$ cat config.mk
export PLATFORM = sky130hd
export DESIGN_NAME = shift_seq_unit_flat
export DESIGN_NICKNAME = d
export VERILOG_FILES = /design/src/rtl/shift_seq_unit_if.sv /design/src/rtl/shift_seq_unit.sv /design/src/flat_wrapper.sv
export SDC_FILE = /design/constraint.sdc
export NUM_CORES = 1
export LEC_CHECK = 0
export ABC_AREA = 0
export CAP_MARGIN = 20
export CORE_MARGIN = 4
export CORE_UTILIZATION = 45
export DETAILED_ROUTE_END_ITERATION = 8
export GPL_TIMING_DRIVEN = 0
export PLACE_DENSITY = 0.89
export SLEW_MARGIN = 10
export SYNTH_ARGS = -nofsm -noshare
export SYNTH_HDL_FRONTEND = slang
export SYNTH_SLANG_ARGS = --single-unit
export TNS_END_PERCENT = 30
$ cat constraint.sdc
create_clock -name clk -period 1.6 [get_ports clk]
set_input_delay 0.48 -clock clk [delete_from_list [all_inputs] [get_ports clk]]
set_output_delay 0.48 -clock clk [all_outputs]
set_load 0.005 [all_outputs]
$ cat src/rtl/shift_seq_unit_if.sv
// Handshake and data bundle between the multicycle control/datapath and the
// iterative shift engine.
interface shift_seq_unit_if #(
  parameter int DATA_W = 32,
  parameter int N_W    = 5
);
  logic              start;
  logic [1:0]        op;
  logic [DATA_W-1:0] data_in;
  logic [N_W-1:0]    n;
  logic [DATA_W-1:0] data_out;
  logic              busy;
  logic              done;

  modport master (
    output start, op, data_in, n,
    input  data_out, busy, done
  );

  modport slave (
    input  start, op, data_in, n,
    output data_out, busy, done
  );
endinterface

$ cat src/rtl/shift_seq_unit.sv
// Iterative SLL/SRL/SRA/ROR engine: one bit position per clock, with a
// start/busy/done handshake for the multicycle control unit.
module shift_seq_unit #(
  parameter int DATA_W = 32,
  parameter int N_W    = 5
) (
  input logic               clk,
  input logic               reset,
  shift_seq_unit_if.slave   bus
);

  typedef enum logic [1:0] {
    IDLE,
    SHIFT,
    DONE
  } state_t;

  localparam logic [1:0] OP_SLL = 2'b00;
  localparam logic [1:0] OP_SRL = 2'b01;
  localparam logic [1:0] OP_SRA = 2'b10;
  localparam logic [1:0] OP_ROR = 2'b11;

  state_t            state;
  logic [N_W-1:0]    count;
  logic [1:0]        op_q;
  logic [DATA_W-1:0] step_val;

  // One-bit step of the working register; unknown encodings fall back to SLL.
  always_comb begin
    step_val = {bus.data_out[DATA_W-2:0], 1'b0};
    case (op_q)
      OP_SLL: step_val = {bus.data_out[DATA_W-2:0], 1'b0};
      OP_SRL: step_val = {1'b0, bus.data_out[DATA_W-1:1]};
      OP_SRA: step_val = {bus.data_out[DATA_W-1], bus.data_out[DATA_W-1:1]};
      OP_ROR: step_val = {bus.data_out[0], bus.data_out[DATA_W-1:1]};
      default: step_val = {bus.data_out[DATA_W-2:0], 1'b0};
    endcase
  end

  // busy/done are registered, so they are set on the edge that enters the state.
  always_ff @(posedge clk) begin
    if (reset) begin
      state        <= IDLE;
      bus.data_out <= '0;
      bus.busy     <= 1'b0;
      bus.done     <= 1'b0;
      count        <= '0;
      op_q         <= OP_SLL;
    end else begin
      case (state)
        IDLE: begin
          if (bus.start) begin
            bus.data_out <= bus.data_in;
            op_q         <= bus.op;
            count        <= bus.n;
            bus.busy     <= 1'b1;
            if (bus.n == '0) begin
              state    <= DONE;
              bus.done <= 1'b1;
            end else begin
              state    <= SHIFT;
              bus.done <= 1'b0;
            end
          end
        end

        SHIFT: begin
          bus.data_out <= step_val;
          count        <= count - 1'b1;
          if (count == N_W'(1)) begin
            state    <= DONE;
            bus.done <= 1'b1;
          end
        end

        DONE: begin
          state    <= IDLE;
          bus.busy <= 1'b0;
          bus.done <= 1'b0;
        end

        default: begin
          state    <= IDLE;
          bus.busy <= 1'b0;
          bus.done <= 1'b0;
        end
      endcase
    end
  end

endmodule

$ cat src/flat_wrapper.sv
// flat-port wrapper written by rule: the top's interface ports become plain ports
module shift_seq_unit_flat 
#(
  parameter int DATA_W = 32,
  parameter int N_W    = 5
)
  (clk, reset, bus_start, bus_op, bus_data_in, bus_n, bus_data_out, bus_busy, bus_done);
  shift_seq_unit_if #(.DATA_W(DATA_W), .N_W(N_W)) bus_i ();
  input logic clk;
  input logic reset;
  input wire logic [$bits(bus_i.start)-1:0] bus_start;
  input wire logic [$bits(bus_i.op)-1:0] bus_op;
  input wire logic [$bits(bus_i.data_in)-1:0] bus_data_in;
  input wire logic [$bits(bus_i.n)-1:0] bus_n;
  output wire logic [$bits(bus_i.data_out)-1:0] bus_data_out;
  output wire logic [$bits(bus_i.busy)-1:0] bus_busy;
  output wire logic [$bits(bus_i.done)-1:0] bus_done;
  assign bus_i.start = bus_start;
  assign bus_i.op = bus_op;
  assign bus_i.data_in = bus_data_in;
  assign bus_i.n = bus_n;
  assign bus_data_out = bus_i.data_out;
  assign bus_busy = bus_i.busy;
  assign bus_done = bus_i.done;
  shift_seq_unit #(.DATA_W(DATA_W), .N_W(N_W)) u_core (.clk(clk), .reset(reset), .bus(bus_i));
endmodule
==> results_dict.tcl, run 1 <==
set metrics [dict create \
    synth_top_family_by_area "compound AO/OA/AOI/OAI gates" \
    start_kind "input pin" \
    crit_cells 4 \
    drt_iter0_drc 228 \
    ys_types 41 \
    coreArea_um2 5238 \
    drt-vias-per-instance 5.862 \
    max_stage_delay_ns 0.54 \
    slew_viol_final 0 \
    clock_latency_ns 0.30 \
    clockBufferDepth 2 \
    crit_required_ns 1.85 \
    p_leak_nw 1.467 \
    drive_gt1_frac 0.2129 \
    gp_congestion 0.8471 \
    crit_slowest_cell "or4_4" \
    drtPass1Iterations 4 \
    area_growth_pct 38.53 \
    fmax_mhz 645.7 \
    root_buffer "clkbuf_8" \
    yosysWarningCount 0 \
    path_buf_inv 1 \
    hold_viol_final 0 \
    worst-r2r-setup-slack_ns 0.11 \
    grt_pass1_wl_um 11530 \
    grt_pass1_vias 2543 \
    fin_util 0.6579 \
    std_cell_rows 26 \
    end_kind "flop" \
    postSynthAreaPerCell_um2 8.637 \
    chipWidth_um 82.35 \
    power_density_nw_per_um2 898.2 \
    numCtsBuffers 5 \
    ys_ff_latch 42 \
    outcome "finished, final reports clean" \
    worst_pin_slew_ns 0.4656 \
    syn_inst 288 \
    setup_tns_ns 0 \
    grt_max_degree 12 \
    synth_mux_area_frac 0.008048 \
    die_h_um 82.35 \
    drt.antenna.violating_nets 0 \
    syn-cell-area_um2 2487 \
    cts_max_level 2 \
    gr-total-overflow 0 \
    period_needed_ns 1.549 \
    synth.net_count 332 \
    die-area_um2 6781 \
    antenna_found_initial 0 \
    hpwl_um 5162 \
    skew_ns 0.007954 \
    cts.clk_slew.worst_paths_ns 0.08 \
    synth-seq-area-share 0.3380 \
    r2r_cells 5 \
    clock_sinks 42 \
    setup_violations 0 \
    io_pins 76 \
    timing.slew.headroom 0.6896 \
    cp_cell_sequence "clkdlybuf4s50_1 -> or4_4 -> o31ai_2 -> and3_1" \
    antenna_cells 0 \
    synth_xor_area_frac 0 \
    portBuffers 75 \
    wirelength_um 7084 \
    drv_cap 0 \
    fin_nets 416 \
    critPathMaxFanout 2 \
    path_class "input pin to flop" \
    synth_compound_area_frac 0.3954 \
    yosys.area_share.simple 0.1197 \
    synthAdderAreaFrac 0.01006 \
    rsz0062_at_grt "yes" \
    cts_tree "built" \
    routedWlPerCell_um 16.06 \
    ys.flop_type "dfxtp_1" \
    vias 2585 \
    num-fill-cells 438 \
    cp.arrival_ns 1.80 \
    hold_path_class "flop to flop" \
    start_util 0.4749 \
    p_total_mw 3.095 \
    crit_family "simple AND/OR/NAND/NOR gates" \
    track_usage 0.2174 \
    drc_errors 0 \
    synth_edf_count 0 \
    ys_async_sr_fraction 0 \
    ir_worst_vdd_mv 0.4645 \
    hold_depth 1 \
    post-route-period-util 0.9679 \
]
[registers in the layout (all words and copies together), names as in the netlist]
signal / count
u_core.count: 5
u_core.bus.busy: 1
u_core.bus.done: 1
u_core.op_q: 2
u_core.bus.data_out: 32
u_core.state: 1
[report_power, final]
part | total (mW) | switching (mW) | internal (mW)
Combinational | 1.09 | 0.540 | 0.555
Sequential | 1.31 | 0.107 | 1.20
Clock | 0.689 | 0.356 | 0.333
Total | 3.10 | 1.00 | 2.09
[cell families (layout without fill, tap and decap cells)]
kind of cell / after synthesis / after routing
buffers and inverters: 68 / 151
AO/OA/AOI/OAI: 114 / 114
adder cells (fa/ha/maj): 2 / 2
multiplexers: 2 / 2
AND/OR/NAND/NOR: 60 / 60
flip-flops: 42 / 42
[Yosys cell counts (all sizes together) (2+ instances only)]
cell | count | area share
dfxtp | 42 | 0.34
inv | 36 | 0.054
nor2 | 35 | 0.053
o21ai | 34 | 0.070
o32ai | 30 | 0.15
o311a | 29 | 0.12
buf | 22 | 0.059
clkbuf | 10 | 0.015
a211oi | 4 | 0.012
a21oi | 4 | 0.0080
nand2 | 3 | 0.0045
nand2b | 3 | 0.0075
nor3 | 3 | 0.0060
or3 | 3 | 0.0075
or3b | 3 | 0.011
a31oi | 2 | 0.0050
and3 | 2 | 0.0050
ha | 2 | 0.010
mux2i | 2 | 0.0080
nor3b | 2 | 0.0080
[placed cells by master (no fill, tap or decap), types with 4 or more instances in the layout]
| master | instances |
|---|---|
| dfxtp_2 | 26 |
| o32ai_1 | 15 |
| nor2_1 | 34 |
| clkdlybuf4s50_1 | 38 |
| o32ai_2 | 15 |
| a21oi_1 | 4 |
| a211oi_1 | 4 |
| dlygate4sd2_1 | 33 |
| o311a_1 | 29 |
| dlymetal6s2s_1 | 4 |
| o21ai_0 | 33 |
| dfxtp_1 | 16 |
| clkbuf_8 | 6 |
| buf_6 | 6 |
| inv_1 | 36 |
| buf_2 | 17 |
| clkbuf_1 | 8 |
[path summary, 6_finish.rpt]
check	startpoint	to
max	bus_n[2]	u_core.bus.done
min	u_core.count[4]	u_core.count[4]
max reg2reg	u_core.op_q[0]	u_core.bus.data_out[19]
min reg2reg	u_core.count[4]	u_core.count[4]
[layer usage]
metal,up-vias,GRT usage,wire (µm)
met2,99,0.3542,3351
met4,0,0.09468,123
li1,1243,-,-
met5,-,0,0
met3,12,0.04230,479
met1,1231,0.2777,3129
[cell type report]
type / count / area [µm²] / area share
flip-flops and latches: 42 / 873.3 / 0.2534
inverters: 36 / 135.1 / 0.03922
multi-input cells: 178 / 1345 / 0.3903
well taps: 70 / 87.58 / 0.02542
clock buffers: 6 / 82.58 / 0.02397
repair buffers: 77 / 734.5 / 0.2131
plain buffers: 32 / 187.7 / 0.05447
[through the flow]
step | hold WS, ns | setup WS, ns | area [µm²] | cells
floorplan | 0.4333 | 0.2048 | 2487 | 288
global placement | 0.4573 | -0.3947 | 3326 | 433
detailed placement | 0.4601 | -0.3989 | 3326 | 433
CTS | 0.4805 | -0.03653 | 3420 | 441
global route | 0.4859 | -0.01717 | 3446 | 441
finish | 0.4805 | 0.05130 | 3446 | 441
[worst reg2reg max path: stages (launching register included)]
cell and delay [ns]:
dfxtp_1 0.32, buf_2 0.20, clkbuf_1 0.34, o21ai_0 0.17, o311a_1 0.14, o32ai_2 0.23
[what timing repair did]
item	CTS	global route
buffers inserted	2	0
hold buffers	0	0
gates resized for setup	61	10
endpoints found under the setup margin	69	33
Power figures use the tool's default switching activity.
==> inputs of run 2 (changes only) <==
--- a/config.mk
+++ b/config.mk
@@ -12,6 +12,7 @@
 export DETAILED_ROUTE_END_ITERATION = 8
 export GPL_TIMING_DRIVEN = 0
 export PLACE_DENSITY = 0.89
+export SKIP_LAST_GASP = 1
 export SLEW_MARGIN = 10
 export SYNTH_ARGS = -nofsm -noshare
 export SYNTH_HDL_FRONTEND = slang
==> results_dict.tcl, run 2 (synthesis gave the netlist of run 1 again) <==
set metrics [dict create \
    grt_pass1_vias 2542 \
    antenna_cells 0 \
    biggestRegsByFlops "u_core.bus.data_out x32, u_core.count x5, u_core.op_q x2" \
    end_kind "primary output" \
    worst_pin_slew_ns 0.4782 \
    timing.slew.headroom 0.6812 \
    power_density_nw_per_um2 901.3 \
    path_buf_inv 1 \
    rsz0062_at_grt "yes" \
    worst-r2r-setup-slack_ns 0.11 \
    cts_max_level 2 \
    crit_family "buffers and inverters" \
    outcome "finished, violations left" \
    drt_iter0_drc 230 \
    r2r-start "u_core.op_q[0]" \
    cts_tree "built" \
    fmax_mhz 598.3 \
    slew_viol_final 0 \
    max_stage_delay_ns 0.52 \
    drive_gt1_frac 0.1765 \
    largest_reg_flops 32 \
    crit_required_ns 1.12 \
    layout.cells.most_common "clkdlybuf4s50_1" \
    start_kind "flop" \
    drv_cap 0 \
    route.met2.wl_um 3411 \
    fin_area_um2 3501 \
    r2r_cells 5 \
    p_leak_nw 1.536 \
    path_class "flop to primary output" \
    drt.antenna.violating_nets 0 \
    post-route-period-util 1.045 \
    skew_ns 0.007641 \
    cp.arrival_ns 1.19 \
    setup_violations 19 \
    numCtsBuffers 5 \
    portBuffers 75 \
    grt_max_degree 12 \
    die-area_um2 6781 \
    clockBufferDepth 2 \
    worst_slack_ns -0.07141 \
    routedWlPerCell_um 16.07 \
    vias 2632 \
    crit_slowest_cell "clkdlybuf4s50_1" \
    critPathMaxFanout 3 \
    root_buffer "clkbuf_8" \
    wl_met1_um 3094 \
    grt_pass1_wl_um 11520 \
    regMostFlops "u_core.bus.data_out" \
    crit_cells 1 \
    num-fill-cells 416 \
    setup_tns_ns -0.7644 \
    io_pins 76 \
    cts.clk_slew.worst_paths_ns 0.08 \
    hold_path_class "flop to flop" \
    fin_cells 444 \
    p_total_mw 3.155 \
    worstHoldStart "u_core.count[4]" \
    highest_layer "met4" \
    start_util 0.4749 \
    drc_errors 0 \
    cp_cell_sequence "clkdlybuf4s50_1" \
    chipWidth_um 82.35 \
    hold_viol_final 0 \
    mostFrequentLayoutCells "clkdlybuf4s50_1, inv_1, nor2_1" \
    coreArea_um2 5238 \
    endpoint "bus_data_out[20]" \
    clock_latency_ns 0.30 \
    wirelength_um 7136 \
    period_needed_ns 1.671 \
    track_usage 0.2172 \
    startpoint "u_core.bus.data_out[20]" \
    gp_congestion 0.8471 \
    std_cell_rows 26 \
    place_area_um2 3326 \
    placedCellCount 433 \
    die_h_um 82.35 \
    route.met3.wl_um 488 \
    area_growth_pct 40.74 \
    fin_nets 419 \
    drtPass1Iterations 4 \
    antenna_found_initial 0 \
    hpwl_um 5162 \
    reg2reg_to "u_core.bus.data_out[20]" \
    drt-vias-per-instance 5.928 \
    gr-total-overflow 0 \
    ir_worst_vdd_mv 0.4802 \
    fin_util 0.6684 \
    clock_sinks 42 \
    violations "negative setup slack" \
]
run 2: cell count changes in the layout (fill, tap and decap cells not counted), moves of 3 or more:
cell	delta
dfxtp_1	+12
dlygate4sd2_1	-30
clkdlybuf4s50_1	+19
dfxtp_2	-12
dlymetal6s2s_1	+11
buf_4	+3
run 2: layer usage:
layer | global-route usage | vias up
li1 | - | 1249
met1 | 0.2777 | 1262
met2 | 0.3542 | 105
met3 | 0.04121 | 16
met4 | 0.09468 | 0
met5 | 0 | -
run 2: cell type report:
cell class | instances | area, µm² | share of cell area
Multi-Input combinational cell | 178 | 1329 | 0.3796
Timing Repair Buffer | 80 | 822.0 | 0.2348
Buffer | 32 | 186.4 | 0.05325
Clock buffer | 6 | 82.58 | 0.02359
Tap cell | 70 | 87.58 | 0.02502
Sequential cell | 42 | 858.3 | 0.2452
Inverter | 36 | 135.1 | 0.03860
run 2: timing repair:
item                       in CTS  in global routing
setup buffers                   2                  3
resized for setup               7                 28
setup endpoints to repair      69                 63
hold buffers                    0                  0
gates cloned                    0                  0
run 2: worst min path at each step:
stage	to	slack [ns]	cells past startpoint
floorplan	u_core.count[4]	0.43	1
global placement	u_core.count[4]	0.46	1
detailed placement	u_core.count[4]	0.46	1
CTS	u_core.count[4]	0.48	1
global route	u_core.count[4]	0.49	1
finish	u_core.count[4]	0.48	1
run 2: stage by stage:
step	worst slack [ns]	hold slack, ns
3_5_place_dp	-0.3989	0.4601
4_1_cts	-0.07376	0.4805
3_3_place_gp	-0.3947	0.4573
2_1_floorplan	0.2048	0.4333
6_report	-0.07141	0.4800
5_1_grt	-0.09480	0.4941
run 2: worst register-to-register path, stage by stage (launching register included):
cell and delay [ns]:
dfxtp_1 0.32, buf_2 0.19, clkbuf_1 0.33, o21ai_0 0.17
o311a_1 0.15, o32ai_2 0.24
run 2: report_power, final:
part | total (mW) | internal [mW] | switching (mW) | leakage, nW
logic | 1.16 | 0.617 | 0.542 | 1.14
clock network | 0.691 | 0.333 | 0.357 | 0.0431
registers | 1.31 | 1.20 | 0.110 | 0.352
==> inputs of run 3 (changes only) <==
--- a/config.mk
+++ b/config.mk
@@ -12,6 +12,7 @@
 export DETAILED_ROUTE_END_ITERATION = 8
 export GPL_TIMING_DRIVEN = 0
 export PLACE_DENSITY = 0.89
+export RECOVER_POWER = 25
 export SKIP_LAST_GASP = 1
 export SLEW_MARGIN = 10
 export SYNTH_ARGS = -nofsm -noshare
==> results_dict.tcl, run 3 (synthesis gave the netlist of run 1 again) <==
set metrics [dict create \
    mostFrequentLayoutCells "clkdlybuf4s50_1, inv_1, nor2_1" \
    switching_share 0.3207 \
    power_frac_comb 0.367 \
    hold_path_class "flop to flop" \
    p_total_mw 3.153 \
    layout.cells.most_common "clkdlybuf4s50_1" \
    cp.arrival_ns 1.19 \
    drt_iter0_drc 227 \
    area_growth_pct 40.24 \
    rsz0062_at_grt "yes" \
    clock_latency_ns 0.30 \
    worst_pin_slew_ns 0.4757 \
    timing.slew.headroom 0.6829 \
    power_density_nw_per_um2 903.9 \
    cts_tree "built" \
    fin_util 0.6660 \
    fin_cells 444 \
    gp_congestion 0.8471 \
    coreArea_um2 5238 \
    vias 2602 \
    chipWidth_um 82.35 \
    start_util 0.4749 \
    post-route-period-util 1.045 \
    max_stage_delay_ns 0.52 \
    gr-total-overflow 0 \
    power_frac_clock 0.220 \
    drtPass1Iterations 4 \
    clockBufferDepth 2 \
    track_usage 0.2172 \
    grt_pass1_wl_um 11520 \
    cp_cell_sequence "clkdlybuf4s50_1" \
    critPathMaxFanout 3 \
    r2r-start "u_core.bus.done" \
    num-fill-cells 422 \
    wirelength_um 7114 \
    grt_pass1_vias 2542 \
    skew_ns 0.008241 \
    startpoint "u_core.bus.data_out[20]" \
    path_buf_inv 1 \
    numCtsBuffers 5 \
    hpwl_um 5162 \
    cts_hold_buf 0 \
    routedWlPerCell_um 16.02 \
    worstHoldStart "u_core.count[4]" \
    setup_violations 19 \
    drt.antenna.violating_nets 0 \
    crit_required_ns 1.12 \
    outcome "finished, violations left" \
    pwr-share-seq 0.413 \
    route.met3.wl_um 438 \
    grt_max_degree 12 \
    std_cell_rows 26 \
    path_class "flop to primary output" \
    fin_nets 419 \
    die-area_um2 6781 \
    drv_cap 0 \
    biggestRegsByFlops "u_core.bus.data_out x32, u_core.count x5, u_core.op_q x2" \
    regMostFlops "u_core.bus.data_out" \
    portBuffers 75 \
    largest_reg_flops 32 \
    hold_viol_final 0 \
    end_kind "primary output" \
    fin_area_um2 3488 \
    wl_met1_um 3195 \
    worst_slack_ns -0.07235 \
    switchingPower_mw 1.011 \
    antenna_cells 0 \
    cts_max_level 2 \
    fmax_mhz 598.0 \
    drt-vias-per-instance 5.860 \
    root_buffer "clkbuf_8" \
    antenna_found_initial 0 \
    p_int_mw 2.142 \
    placedCellCount 433 \
    clock_sinks 42 \
    start_kind "flop" \
    violations "negative setup slack" \
    cts.clk_slew.worst_paths_ns 0.08 \
    period_needed_ns 1.672 \
    route.met2.wl_um 3336 \
    io_pins 76 \
    drive_gt1_frac 0.1684 \
    crit_slowest_cell "clkdlybuf4s50_1" \
    place_area_um2 3326 \
    slew_viol_final 0 \
    highest_layer "met4" \
    crit_family "buffers and inverters" \
    drc_errors 0 \
    p_leak_nw 1.522 \
    die_h_um 82.35 \
    ir_worst_vdd_mv 0.4799 \
]
-- run 3: cell count changes in the layout (fill, tap and decap cells not counted) --
cell	before	now
dlymetal6s2s_1	15	14
buf_2	17	16
dfxtp_2	14	12
clkbuf_1	9	11
dfxtp_1	28	30
-- run 3: per-layer routing --
metal,vias up,global-route usage
li1,1246,-
met1,1244,0.2777
met2,97,0.3542
met3,15,0.04121
met4,0,0.09468
met5,-,0
-- run 3: power groups by stage --
| stage | Clock [mW] | Combinational [mW] | Sequential (mW) |
|---|---|---|---|
| 2_1_floorplan | 0 | 0.663 | 1.30 |
| 3_3_place_gp | 0 | 1.12 | 1.32 |
| 3_5_place_dp | 0 | 1.14 | 1.32 |
| 4_1_cts | 0.693 | 1.15 | 1.29 |
| 5_1_grt | 0.745 | 1.26 | 1.32 |
| 6_report | 0.694 | 1.16 | 1.30 |
-- run 3: metrics by stage --
| step | TNS, ns | hold WS, ns | setup WS (ns) |
|---|---|---|---|
| 2_1_floorplan | 0 | 0.4333 | 0.2048 |
| 3_3_place_gp | -13.43 | 0.4573 | -0.3947 |
| 3_5_place_dp | -14.32 | 0.4601 | -0.3989 |
| 4_1_cts | -1.643 | 0.4805 | -0.07376 |
| 5_1_grt | -1.484 | 0.4941 | -0.09480 |
| 6_report | -0.7815 | 0.4798 | -0.07235 |
-- run 3: cell type report --
cell class | instances | area (µm²) | share of cell area
buffer | 32 | 185.2 | 0.05308
multi-input combinational | 178 | 1329 | 0.3809
inverter | 36 | 135.1 | 0.03874
clock buffer | 6 | 82.58 | 0.02367
tap | 70 | 87.58 | 0.02511
timing repair buffer | 80 | 813.3 | 0.2331
sequential | 42 | 855.8 | 0.2453
-- run 3: final timing paths --
check                           slack (ns)  cells after the start                endpoint
worst min register to register        0.48                      1         u_core.count[4]
worst min-delay path                  0.48                      1         u_core.count[4]
worst max-delay path                 -0.07                      1        bus_data_out[20]
worst max register to register        0.12                      5  u_core.bus.data_out[0]
-- run 3: repair_timing --
| item | CTS | global route |
|---|---|---|
| pin swaps | 0 | 0 |
| gates resized for setup | 7 | 28 |
| setup buffers | 2 | 3 |
| setup endpoints to repair | 69 | 63 |
==> RTL edit (flow settings as in run 1) <==
Encoding of `state_t`: now one-hot (3 bits for 3 states).
--- a/src/rtl/shift_seq_unit.sv
+++ b/src/rtl/shift_seq_unit.sv
@@ -11,6 +11,6 @@
 
-  typedef enum logic [1:0] {
-    IDLE,
-    SHIFT,
-    DONE
+  typedef enum logic [2:0] {
+    IDLE  = 3'b001,
+    SHIFT = 3'b010,
+    DONE  = 3'b100
   } state_t;
Check against the original RTL: same outputs for any inputs over 10 cycles, from zero or initial values and one cycle with reset high; not proved beyond that.
==> RTL edit against run 1 <==
  * Setup slack worse by 31 ps
  * Clock power up 2%
  * Synthesized cell count down 13%
  * Power down 12%
  * Routed wire length down 8.3%
  * Sequential share of layout area up 2.3 points
  * Final area down 4.4%
  * Synthesized area down 11%
  * Sequential cell count up 1
==> RTL edit: results (changes against run 1) <==
| Metric | Value |
|---|---|
| Status | `finished, final reports clean (unchanged)` |
| Met3 wire length | `464 um (was 479 um)` |
| Clk_skew | `3.02 ps (was 7.95 ps)` |
| Overall Global Routing Usage | `20.6% (was 21.7%)` |
| Drt via density | `5.57 (was 5.86)` |
| Placed cell count | `394 (was 433)` |
| Worst r2r src | `u_core.bus.done (was u_core.op_q[0])` |
| Top cells by area, synth | `dfxtp_1, mux2i_1, a22o_1 (was dfxtp_1, o311a_1, o32ai_2)` |
| # fillers | `386 (was 438)` |
| Switching pwr | `0.800 mW (was 1.00 mW)` |
| Worst Setup EP | `u_core.bus.data_out[13] (was u_core.bus.done)` |
| Leakage power | `1.59 nW (was 1.47 nW)` |
| Critical path arrival | `1820 ps (was 1800 ps)` |
| Global-route wire length before repair | `10.3 mm (was 11.5 mm)` |
| Max_slew headroom | `65.3% (was 69.0%)` |
| Mean Syn Cell Area | `8.82 um^2 (was 8.64 um^2)` |
| Met2 usage | `34.7% (was 35.4%)` |
| Post CTS Setup Buffer Count | `3 (was 2)` |
| HP Start | `u_core.bus.data_out[31] (was u_core.count[4])` |
| Drt wl/cell | `16.0 um (was 16.1 um)` |
| Compound-cell area share of the yosys netlist | `27.6% (was 39.5%)` |
| # nets final | `383 (was 416)` |
| Met1 Use GR | `26.4% (was 27.8%)` |
| Reg2reg setup slack | `20 ps (was 110 ps)` |
| Synth unique cells | `34 (was 41)` |
| Largest vdd supply drop | `0.495 mV (was 0.464 mV)` |
| Ratio of cells with drive above 1 in the final layout | `22.1% (was 21.3%)` |
| Crit. Startpoint | `u_core.bus.done (was bus_n[2])` |
| Vias in the first global route | `2170 (was 2543)` |
| Largest net degree at the start of global routing | `13 (was 12)` |
| Reg2Reg Depth | `6 (was 5)` |
| DRT iter0 DRCs | `136 (was 228)` |
| Mux share of post-synthesis cell area | `13.5% (was 0.805%)` |
| Hold Crit Endpoint | `u_core.bus.data_out[31] (was u_core.count[4])` |
| Hold Path Depth | `2 (was 1)` |
[RTL edit: cell types whose count changed after synthesis, sizes merged, moves of 28 or more]
cell	change
a22o	+30
inv	-30
mux2i	+28
nand2	+34
o311a	-29
o32ai	-30
[RTL edit: final cells by class]
| type | count | area (um^2) | area share, % |
|---|---|---|---|
| clock inverter | 1 | 5.00 | 0.152 |
| multi-input combinational | 184 | 1270 | 38.4 |
| buffer | 19 | 178 | 5.39 |
| sequential | 43 | 911 | 27.6 |
| clock buffer | 6 | 82.6 | 2.51 |
| tap | 67 | 83.8 | 2.54 |
| inverter | 6 | 22.5 | 0.684 |
| timing repair buffer | 80 | 746 | 22.6 |
[RTL edit: critical path, delay by kind of cell, from the launching register on]
kind | cells | cell delay (ps)
and+or+nand+nor | 1 | 360
DFF | 1 | 330
buffers and inverters | 3 | 470
AOI/OAI and AO/OA | 2 | 360
